<file path="config.mk">
export PLATFORM = sky130hd
export DESIGN_NAME = pdm_ser_fifo
export DESIGN_NICKNAME = d
export VERILOG_FILES = /design/src/rtl/pdm_ser_fifo.sv
export SDC_FILE = /design/constraint.sdc
export NUM_CORES = 1
export LEC_CHECK = 0
export ABC_AREA = 0
export CAP_MARGIN = 20
export CORE_MARGIN = 4
export CORE_UTILIZATION = 37
export DETAILED_ROUTE_END_ITERATION = 10
export SETUP_SLACK_MARGIN = 0.4
export SLEW_MARGIN = 0
export SYNTH_ARGS = -nofsm -noshare
export SYNTH_HDL_FRONTEND = slang
export SYNTH_SLANG_ARGS = --single-unit
</file>
<file path="constraint.sdc">
create_clock -name clk_i -period 6.1 [get_ports clk_i]
set_input_delay 1.22 -clock clk_i [delete_from_list [all_inputs] [get_ports clk_i]]
set_output_delay 1.22 -clock clk_i [all_outputs]
set_load 0.01 [all_outputs]
</file>
<file path="src/rtl/pdm_ser_fifo.sv">
// pdm_ser_fifo: FIFO-buffered MSB-first PDM serializer on an open-drain pin.
// Optional macro PDM_SER_IDLE_TOGGLE_EN: toggle pattern on the pin during underrun.
module pdm_ser_fifo #(
    parameter int C_NR_OF_BITS = 32,
    parameter int C_FIFO_DEPTH = 4,
    parameter int C_DIV_W      = 8
) (
    input  logic                            clk_i,
    input  logic                            rst_ni,
    input  logic                            en_i,
    input  logic                            flush_i,
    input  logic [C_DIV_W-1:0]              div_i,
    input  logic [C_NR_OF_BITS-1:0]         data_i,
    input  logic                            valid_i,
    output logic                            ready_o,
    output logic [$clog2(C_FIFO_DEPTH):0]   level_o,
    output logic                            done_o,
    output logic                            underrun_o,
    output logic                            pdm_clk_o,
    output logic                            pwm_audio_o,
    output logic                            pwm_audio_t,
    input  logic                            pwm_audio_i
);

    localparam int AW = $clog2(C_FIFO_DEPTH);
    localparam int CW = $clog2(C_NR_OF_BITS);

    localparam logic [1:0] S_IDLE  = 2'd0;
    localparam logic [1:0] S_RUN   = 2'd1;
    localparam logic [1:0] S_UNDER = 2'd2;

    logic [C_NR_OF_BITS-1:0] r_mem [C_FIFO_DEPTH];
    logic [AW-1:0]           r_wr_ptr;
    logic [AW-1:0]           r_rd_ptr;
    logic [AW:0]             r_count;

    logic [1:0]              r_state;
    logic [C_NR_OF_BITS-1:0] r_shift;
    logic [CW-1:0]           r_bit_cnt;
    logic [C_DIV_W-1:0]      r_div_q;
    logic [C_DIV_W-1:0]      r_div_cnt;
    logic                    r_clk_int;
    logic                    r_done;
    logic                    r_under;

    logic w_full;
    logic w_empty;
    logic w_push;
    logic w_pop;
    logic w_div_wrap;
    logic w_bit_tick;
    logic w_last;
    logic w_start;
    logic w_reload;
    logic w_idle_level;
    logic w_unused;

    assign w_unused = pwm_audio_i;

    assign w_full  = (r_count == (AW+1)'(C_FIFO_DEPTH));
    assign w_empty = (r_count == '0);
    assign w_push  = valid_i && !w_full && !flush_i;

    // The shift happens on the edge where clk_int rises, so every
    // bit, including the first after a load, lasts 2*(div_q+1) cycles.
    assign w_div_wrap = (r_div_cnt == r_div_q);
    assign w_bit_tick = (r_state != S_IDLE) && w_div_wrap && !r_clk_int;
    assign w_last     = (r_bit_cnt == CW'(C_NR_OF_BITS - 1));

    assign w_start  = en_i && (r_state == S_IDLE) && !w_empty;
    assign w_reload = en_i && w_bit_tick && !w_empty &&
                      (((r_state == S_RUN) && w_last) || (r_state == S_UNDER));
    assign w_pop    = w_start || w_reload;

    // FIFO storage; entries need no reset since r_count gates reads
    always_ff @(posedge clk_i) begin
        if (w_push) begin
            r_mem[r_wr_ptr] <= data_i;
        end
    end

    // FIFO pointers and occupancy; flush wins over a same-cycle push
    always_ff @(posedge clk_i or negedge rst_ni) begin
        if (!rst_ni) begin
            r_wr_ptr <= '0;
            r_rd_ptr <= '0;
            r_count  <= '0;
        end else if (flush_i) begin
            r_wr_ptr <= '0;
            r_rd_ptr <= '0;
            r_count  <= '0;
        end else begin
            if (w_push) begin
                r_wr_ptr <= r_wr_ptr + AW'(1);
            end
            if (w_pop) begin
                r_rd_ptr <= r_rd_ptr + AW'(1);
            end
            if (w_push && !w_pop) begin
                r_count <= r_count + (AW+1)'(1);
            end else if (!w_push && w_pop) begin
                r_count <= r_count - (AW+1)'(1);
            end
        end
    end

    // Bit divider, shift register and IDLE/RUN/UNDER sequencing
    always_ff @(posedge clk_i or negedge rst_ni) begin
        if (!rst_ni) begin
            r_state   <= S_IDLE;
            r_shift   <= '0;
            r_bit_cnt <= '0;
            r_div_q   <= '0;
            r_div_cnt <= '0;
            r_clk_int <= 1'b1;
            r_done    <= 1'b0;
            r_under   <= 1'b0;
        end else begin
            r_done  <= 1'b0;
            r_under <= 1'b0;
            if (!en_i) begin
                r_state   <= S_IDLE;
                r_shift   <= '0;
                r_bit_cnt <= '0;
                r_div_cnt <= '0;
                r_clk_int <= 1'b1;
            end else begin
                if (r_state != S_IDLE) begin
                    if (w_div_wrap) begin
                        r_div_cnt <= '0;
                        r_clk_int <= !r_clk_int;
                    end else begin
                        r_div_cnt <= r_div_cnt + C_DIV_W'(1);
                    end
                end
                case (r_state)
                    S_IDLE: begin
                        if (!w_empty) begin
                            r_shift   <= r_mem[r_rd_ptr];
                            r_div_q   <= div_i;
                            r_bit_cnt <= '0;
                            r_div_cnt <= '0;
                            r_clk_int <= 1'b1;
                            r_state   <= S_RUN;
                        end
                    end
                    S_RUN: begin
                        if (w_bit_tick) begin
                            if (w_last) begin
                                r_done    <= 1'b1;
                                r_bit_cnt <= '0;
                                if (!w_empty) begin
                                    r_shift <= r_mem[r_rd_ptr];
                                end else begin
                                    r_shift <= '0;
                                    r_under <= 1'b1;
                                    r_state <= S_UNDER;
                                end
                            end else begin
                                r_shift   <= {r_shift[C_NR_OF_BITS-2:0], 1'b0};
                                r_bit_cnt <= r_bit_cnt + CW'(1);
                            end
                        end
                    end
                    S_UNDER: begin
                        if (w_bit_tick && !w_empty) begin
                            r_shift   <= r_mem[r_rd_ptr];
                            r_bit_cnt <= '0;
                            r_state   <= S_RUN;
                        end
                    end
                    default: begin
                        r_state <= S_IDLE;
                    end
                endcase
            end
        end
    end

`ifdef PDM_SER_IDLE_TOGGLE_EN
    logic r_idle_bit;

    // Zero-amplitude 1,0,1,0 pattern while starved, one value per bit period
    always_ff @(posedge clk_i or negedge rst_ni) begin
        if (!rst_ni) begin
            r_idle_bit <= 1'b0;
        end else if (!en_i) begin
            r_idle_bit <= 1'b0;
        end else if ((r_state == S_RUN) && w_bit_tick && w_last && w_empty) begin
            r_idle_bit <= 1'b1;
        end else if ((r_state == S_UNDER) && w_bit_tick) begin
            r_idle_bit <= !r_idle_bit;
        end
    end

    assign w_idle_level = r_idle_bit;
`else
    assign w_idle_level = 1'b0;
`endif

    assign ready_o    = !w_full;
    assign level_o    = r_count;
    assign done_o     = r_done;
    assign underrun_o = r_under;
    assign pdm_clk_o  = r_clk_int;
    assign pwm_audio_o = 1'b0;

    // Pin release level: data MSB in RUN, idle pattern in UNDER, low in IDLE
    always_comb begin
        pwm_audio_t = 1'b0;
        case (r_state)
            S_RUN:   pwm_audio_t = r_shift[C_NR_OF_BITS-1];
            S_UNDER: pwm_audio_t = w_idle_level;
            default: pwm_audio_t = 1'b0;
        endcase
    end

endmodule
</file>
# After elaboration in Yosys (flattened, before gate mapping)
# Memories as Yosys holds them, arrays and structs flattened.
# Index checks and enable logic that the tools add are counted.
# op_classes
addsub	6
eq_ne	11
mux	49
bitwise_logic	1
reduce_logical	30
# ops
op	count
two-way mux 32 bit	6
case mux 32 bit (3 select lines)	1
two-way mux 8 bit	5
two-way mux 5 bit	5
two-way mux 2 bit	10
two-way mux 1 bit	17
case mux 5 bit (3 select lines)	1
logical AND 1 bit	13
inequality test 3 bit (second input constant)	4
two-way mux 3 bit	3
adder 8 x 1 -> 8 bit (second input constant)	1
== test 8 bit	1
logical NOT 1 bit	6
case mux 2 bit (3 select lines)	1
nonzero test 2 bit	3
adder 5 x 1 -> 5 bit (second input constant)	1
== test 5 bit (second input constant)	1
AND reduction 5 bit	1
adder 2 x 1 -> 2 bit (second input constant)	2
inequality test 4 x 1 -> 1 bit (second input constant)	1
AND reduction 4 bit	1
adder 3 x 1 -> 3 bit (second input constant)	1
== test 3 bit (second input constant)	1
logical NOT 3 bit	1
9 further kinds	10
# totals
reg_bits	65
ramBits	128
input_bits	46
word_cells	109
mem_count	1
# mem_list
memory	words	width	read_ports	rd_ports_with_merged_regs	write_ports	line	rtl
r_mem	4	32	1	0	1	32	logic [C_NR_OF_BITS-1:0] r_mem [C_FIFO_DEPTH];

# Longest topological paths before layout
# depth
word_depth	11
depth_mapped	14
mapped_depth_nobuf	13

# Worst setup path before layout
# Ideal clock, no wire load.
# synth_timing
kind	input to register
startpoint	in en_i
endpoint	reg r_count[2], in the netlist level_o[2]
setup_time_ps	128
t_arrival_ps	3545
required_time_ps	5972
setup_slack_ps	2427
cell_stages	10
path_cell_list	clkbuf_1 > o311ai_1 > clkbuf_1 > and3_1 > fa_1 > nand2b_1 > or4b_2 > o31ai_1 > a31oi_1 > mux2_1
# synth_between
elab_chain_len	8
# synth_rtl
item	line	rtl
start, declared	10	input logic en_i,
logical AND 1 bit (3 in a row)	71	assign w_reload = en_i && w_bit_tick && !w_empty &&
logical OR 1 bit *	73	assign w_pop = w_start || w_reload;
logical NOT 1 bit	99	if (w_push && !w_pop) begin
logical AND 1 bit	99	
two-way mux 3 bit	99	
two-way mux 3 bit	88	end else if (flush_i) begin
end signal, assigned	100	r_count <= r_count + (AW+1)'(1);
end signal, assigned	102	r_count <= r_count - (AW+1)'(1);
end, declared	35	logic [AW:0] r_count;
# Mark *: on every way between the ends. The rest lies on a longest branch, timed or not.
# A chain may end at the register's enable or synchronous reset.

# Final worst setup path
# Same ends and word-level chain as after synthesis.

==> qor.log <==
INFO  timing         post-route-min-period=3898ps
INFO  route          routed_wire_length_per_instance=18.65um
INFO  synthesis      ys_seq_elements=193
INFO  route          top_signal_layer_used=met5
INFO  floorplan      total_number_of_placement_rows=54
INFO  min_path       worstHoldPathType=reg2reg
INFO  timing         hold_violations=0
INFO  timing         slew_headroom=0.4116
INFO  timing         final-setup-viol-count=0
INFO  critical_path  critPathLaunchType=input pin
INFO  placement      place_congestion=0.7712
INFO  route          vias_per_cell=5.309
INFO  route          postRouteWirelength=15.61mm
INFO  synthesis      synthesis.area_per_instance=16.87um2
INFO  synthesis      synth_edf_count=128
INFO  grt            globalRouteTotalUtil=0.1330
INFO  cts            postCtsResizedCells=0
INFO  critical_path  register_to_register_setup_slack=2510ps
INFO  cts            postCtsHoldBufs=0
INFO  final_layout   area.growth.synth_to_final=16.65%
INFO  placement      detailed_placement_wirelength_estimate=9.202mm
INFO  synthesis      yosys.area.top_type=sky130_fd_sc_hd__edfxtp_1
INFO  cts            clk_latency=440ps
INFO  cts            maximum_clock_path_buffer_count=2
INFO  synthesis      yosys.cell_types.count=53
INFO  synthesis      synth_largest_type_area_fraction=0.4640
INFO  status         outcome=finished, final reports clean
INFO  final_layout   layout.nets=601
INFO  job            max_cap_viol_count=0
INFO  cts            cts_setup_buffers=0
INFO  placement      port-buffer-count=52
INFO  synthesis      seq_area_frac_synth=0.6606
INFO  grt            grt_pass1_wl=25.46mm
INFO  cts            cts.sinks=193
INFO  final_layout   antenna_cells=0
INFO  route          drt_iter0_drc=290
INFO  final_layout   layout-drive-gt1-share=0.2298
INFO  critical_path  worst_ep_required_time=6410ps
INFO  route          first_pass_iters=4
INFO  grt            grt_max_degree=66
INFO  critical_path  crit_arrival=4210ps
INFO  synthesis      mappedNetlistNets=548
INFO  timing         slew_viol_final=0
INFO  route          remaining_antenna_violation_count_after_routing=0
INFO  synthesis      post_synth_instance_area=8283um2
INFO  timing         timing.final.crit_share=0.6391
INFO  route          detailroute.via_count=4444
INFO  route          metal2_wl=8.050mm
INFO  cts            cts-root-buf=sky130_fd_sc_hd__clkbuf_16
INFO  grt            globalRoute.totalOverflow=0
INFO  power_and_ir_drop power_per_cell_area=390.7nW/um2
INFO  cts            tritoncts=built
INFO  cts            clk_pin_slew=70ps
INFO  route          m1WireLength=6.850mm
INFO  floorplan      design.die.area=24840um2
INFO  synthesis      async_reset_ff_frac=0.3368
INFO  critical_path  setup.worst_path.class=in2reg
INFO  floorplan      core=21890um2
INFO  floorplan      die-width=157.6um
INFO  grt            grt_antenna_before_repair=1
INFO  route          number_of_remaining_drc_errors=0
INFO  timing         clock.fmax=256.5MHz
INFO  cts            cts_h_tree_depth=4
INFO  synthesis      synth_top_cells_by_count=sky130_fd_sc_hd__edfxtp_1 (128), sky130_fd_sc_hd__dfrtp_1 (64), sky130_fd_sc_hd__mux4_2 (32)
INFO  floorplan      initial_utilization=0.3784
INFO  cts            cts_inserted_buffers=17
INFO  timing         totalNegativeSetupSlack=0ps
INFO  power_and_ir_drop static-leakage-power=3.543nW
INFO  synthesis      synthesis.instances=491
INFO  synthesis      yosys.cell_count.top_type=sky130_fd_sc_hd__edfxtp_1
INFO  floorplan      dieHeight=157.6um
INFO  synthesis      ys_dominant_reg_cell=sky130_fd_sc_hd__edfxtp_1
INFO  power_and_ir_drop vdd_drop_max=0.2148mV
INFO  timing         unrepaired_setup_endpoints_after_global_routing=false
INFO  placement      placedInstanceArea=9069um2
INFO  floorplan      total_i_o_pin_count=55
INFO  synthesis      synthesis.yosys.warnings=0
INFO  final_layout   design_area=9662um2
INFO  critical_path  worst_path_max_fanout=12
INFO  synthesis      synth_area_leaders=sky130_fd_sc_hd__edfxtp_1 (46%), sky130_fd_sc_hd__dfrtp_1 (19%), sky130_fd_sc_hd__mux4_2 (8.7%)
INFO  timing         final.setup_skew=14.38ps
INFO  route          detailroute.wirelength.met3=475um
INFO  timing         worst_pin_slew=882.6ps
INFO  grt            number_of_global_route_vias_before_repair=4779
INFO  critical_path  endpoint_kind=register
-- state kept, by name, indices dropped and copies added, names as in the netlist --
| signal | cells |
|---|---|
| r_mem | 128 |
| r_shift | 32 |
| r_div_cnt | 8 |
| r_div_q | 8 |
| r_bit_cnt | 5 |
| level_o | 3 |
| r_rd_ptr | 2 |
| r_state | 2 |
| r_wr_ptr | 2 |
| done_o | 1 |
| pdm_clk_o | 1 |
| underrun_o | 1 |
-- per-stage QoR --
stage | setup slack (ps) | power, mW | utilization | std cells | hold WS, ps
detailed placement | 1786 | 2.729 | 0.4143 | 804 | 476.2
global route | 2006 | 3.976 | 0.4414 | 837 | 521.7
floorplan | 2427 | 2.493 | - | 491 | 444.1
global placement | 1937 | 2.691 | 0.4143 | 804 | 457.3
CTS | 2248 | 3.817 | 0.4404 | 836 | 488.5
finish | 2202 | 3.774 | 0.4414 | 837 | 491.7
-- path summary, 6_finish.rpt --
check,cells past startpoint,startpoint,to
max,11,en_i,level_o[2]
min,1,r_bit_cnt[3],r_bit_cnt[3]
max reg2reg,13,r_bit_cnt[0],level_o[2]
min reg2reg,1,r_bit_cnt[3],r_bit_cnt[3]
max in group asynchronous,2,rst_ni,r_rd_ptr[0]
min in group asynchronous,2,rst_ni,r_shift[19]
-- where the power goes --
group          switching [mW]  total, mW  leakage, nW  internal [mW]
sequential              0.115       1.71         2.01           1.59
clock                   0.530       1.08        0.277          0.547
combinational           0.468      0.989         1.25          0.521
total                    1.11       3.77         3.54           2.66
-- layout make-up --
cell class,count,area [um2]
multi-input cells,259,2621
well taps,280,350.3
repair buffers,62,603.1
clock inverters,13,140.1
fillers,1926,12230
clock buffers,19,432.9
flip-flops and latches,193,5473
inverters,11,41.29
-- cells by family after synthesis --
kind of cell               synth area share
and+or+nand+nor                     0.05740
xor gates and xnor gates            0.01586
DFF                                  0.6606
buffers and inverters               0.02538
other                             0.0004527
AOI/OAI and AO/OA                   0.05921
adders and majority gates           0.01752
muxes                                0.1636
-- critical path, cell delays in order --
cell and delay [ps]:
sky130_fd_sc_hd__clkdlybuf4s50_1 650, sky130_fd_sc_hd__o31ai_1 250, sky130_fd_sc_hd__nor3_1 100, sky130_fd_sc_hd__nand3_1 190
sky130_fd_sc_hd__and3_1 210, sky130_fd_sc_hd__fa_1 230, sky130_fd_sc_hd__nand2b_1 70, sky130_fd_sc_hd__or4b_2 620
sky130_fd_sc_hd__o31ai_1 270, sky130_fd_sc_hd__a31oi_1 80, sky130_fd_sc_hd__mux2_1 330
-- layer usage --
metal	GRT usage	vias up
met3	0.02980	19
met2	0.2256	75
met1	0.1700	2330
li1	-	2018
met4	0.04424	2
met5	0	-
-- cells in the final DEF, fill, tap and decap left out, types with 3 or more instances in the layout --
cell type                         netlist  final
sky130_fd_sc_hd__a21oi_1                8      7
sky130_fd_sc_hd__a22o_1                31     31
sky130_fd_sc_hd__a31oi_1                4      4
sky130_fd_sc_hd__a41oi_1                3      3
sky130_fd_sc_hd__and2_1                 5      5
sky130_fd_sc_hd__and3_1                 8      8
sky130_fd_sc_hd__buf_4                  1      9
sky130_fd_sc_hd__clkbuf_16              0     17
sky130_fd_sc_hd__clkdlybuf4s50_1        0     51
sky130_fd_sc_hd__clkinv_4               0      3
sky130_fd_sc_hd__dfrtp_1               64     63
sky130_fd_sc_hd__edfxtp_1             128    128
sky130_fd_sc_hd__ha_1                  10     10
sky130_fd_sc_hd__inv_1                 11     11
sky130_fd_sc_hd__inv_8                  0      5
sky130_fd_sc_hd__mux2_2                18     18
sky130_fd_sc_hd__mux2_4                26     26
sky130_fd_sc_hd__mux2i_1                3      3
sky130_fd_sc_hd__mux4_2                32     32
sky130_fd_sc_hd__nand2_1               12     12
sky130_fd_sc_hd__nand3_1               11     11
sky130_fd_sc_hd__nand4_1                5      5
sky130_fd_sc_hd__nor2_1                22     21
sky130_fd_sc_hd__nor2b_1                3      3
sky130_fd_sc_hd__nor3_1                 8      8
sky130_fd_sc_hd__o211ai_1               3      3
sky130_fd_sc_hd__o21ai_0                3      3
sky130_fd_sc_hd__or3_1                  3      3
sky130_fd_sc_hd__xnor2_1               13     13
(Power assumes the default switching activity.)
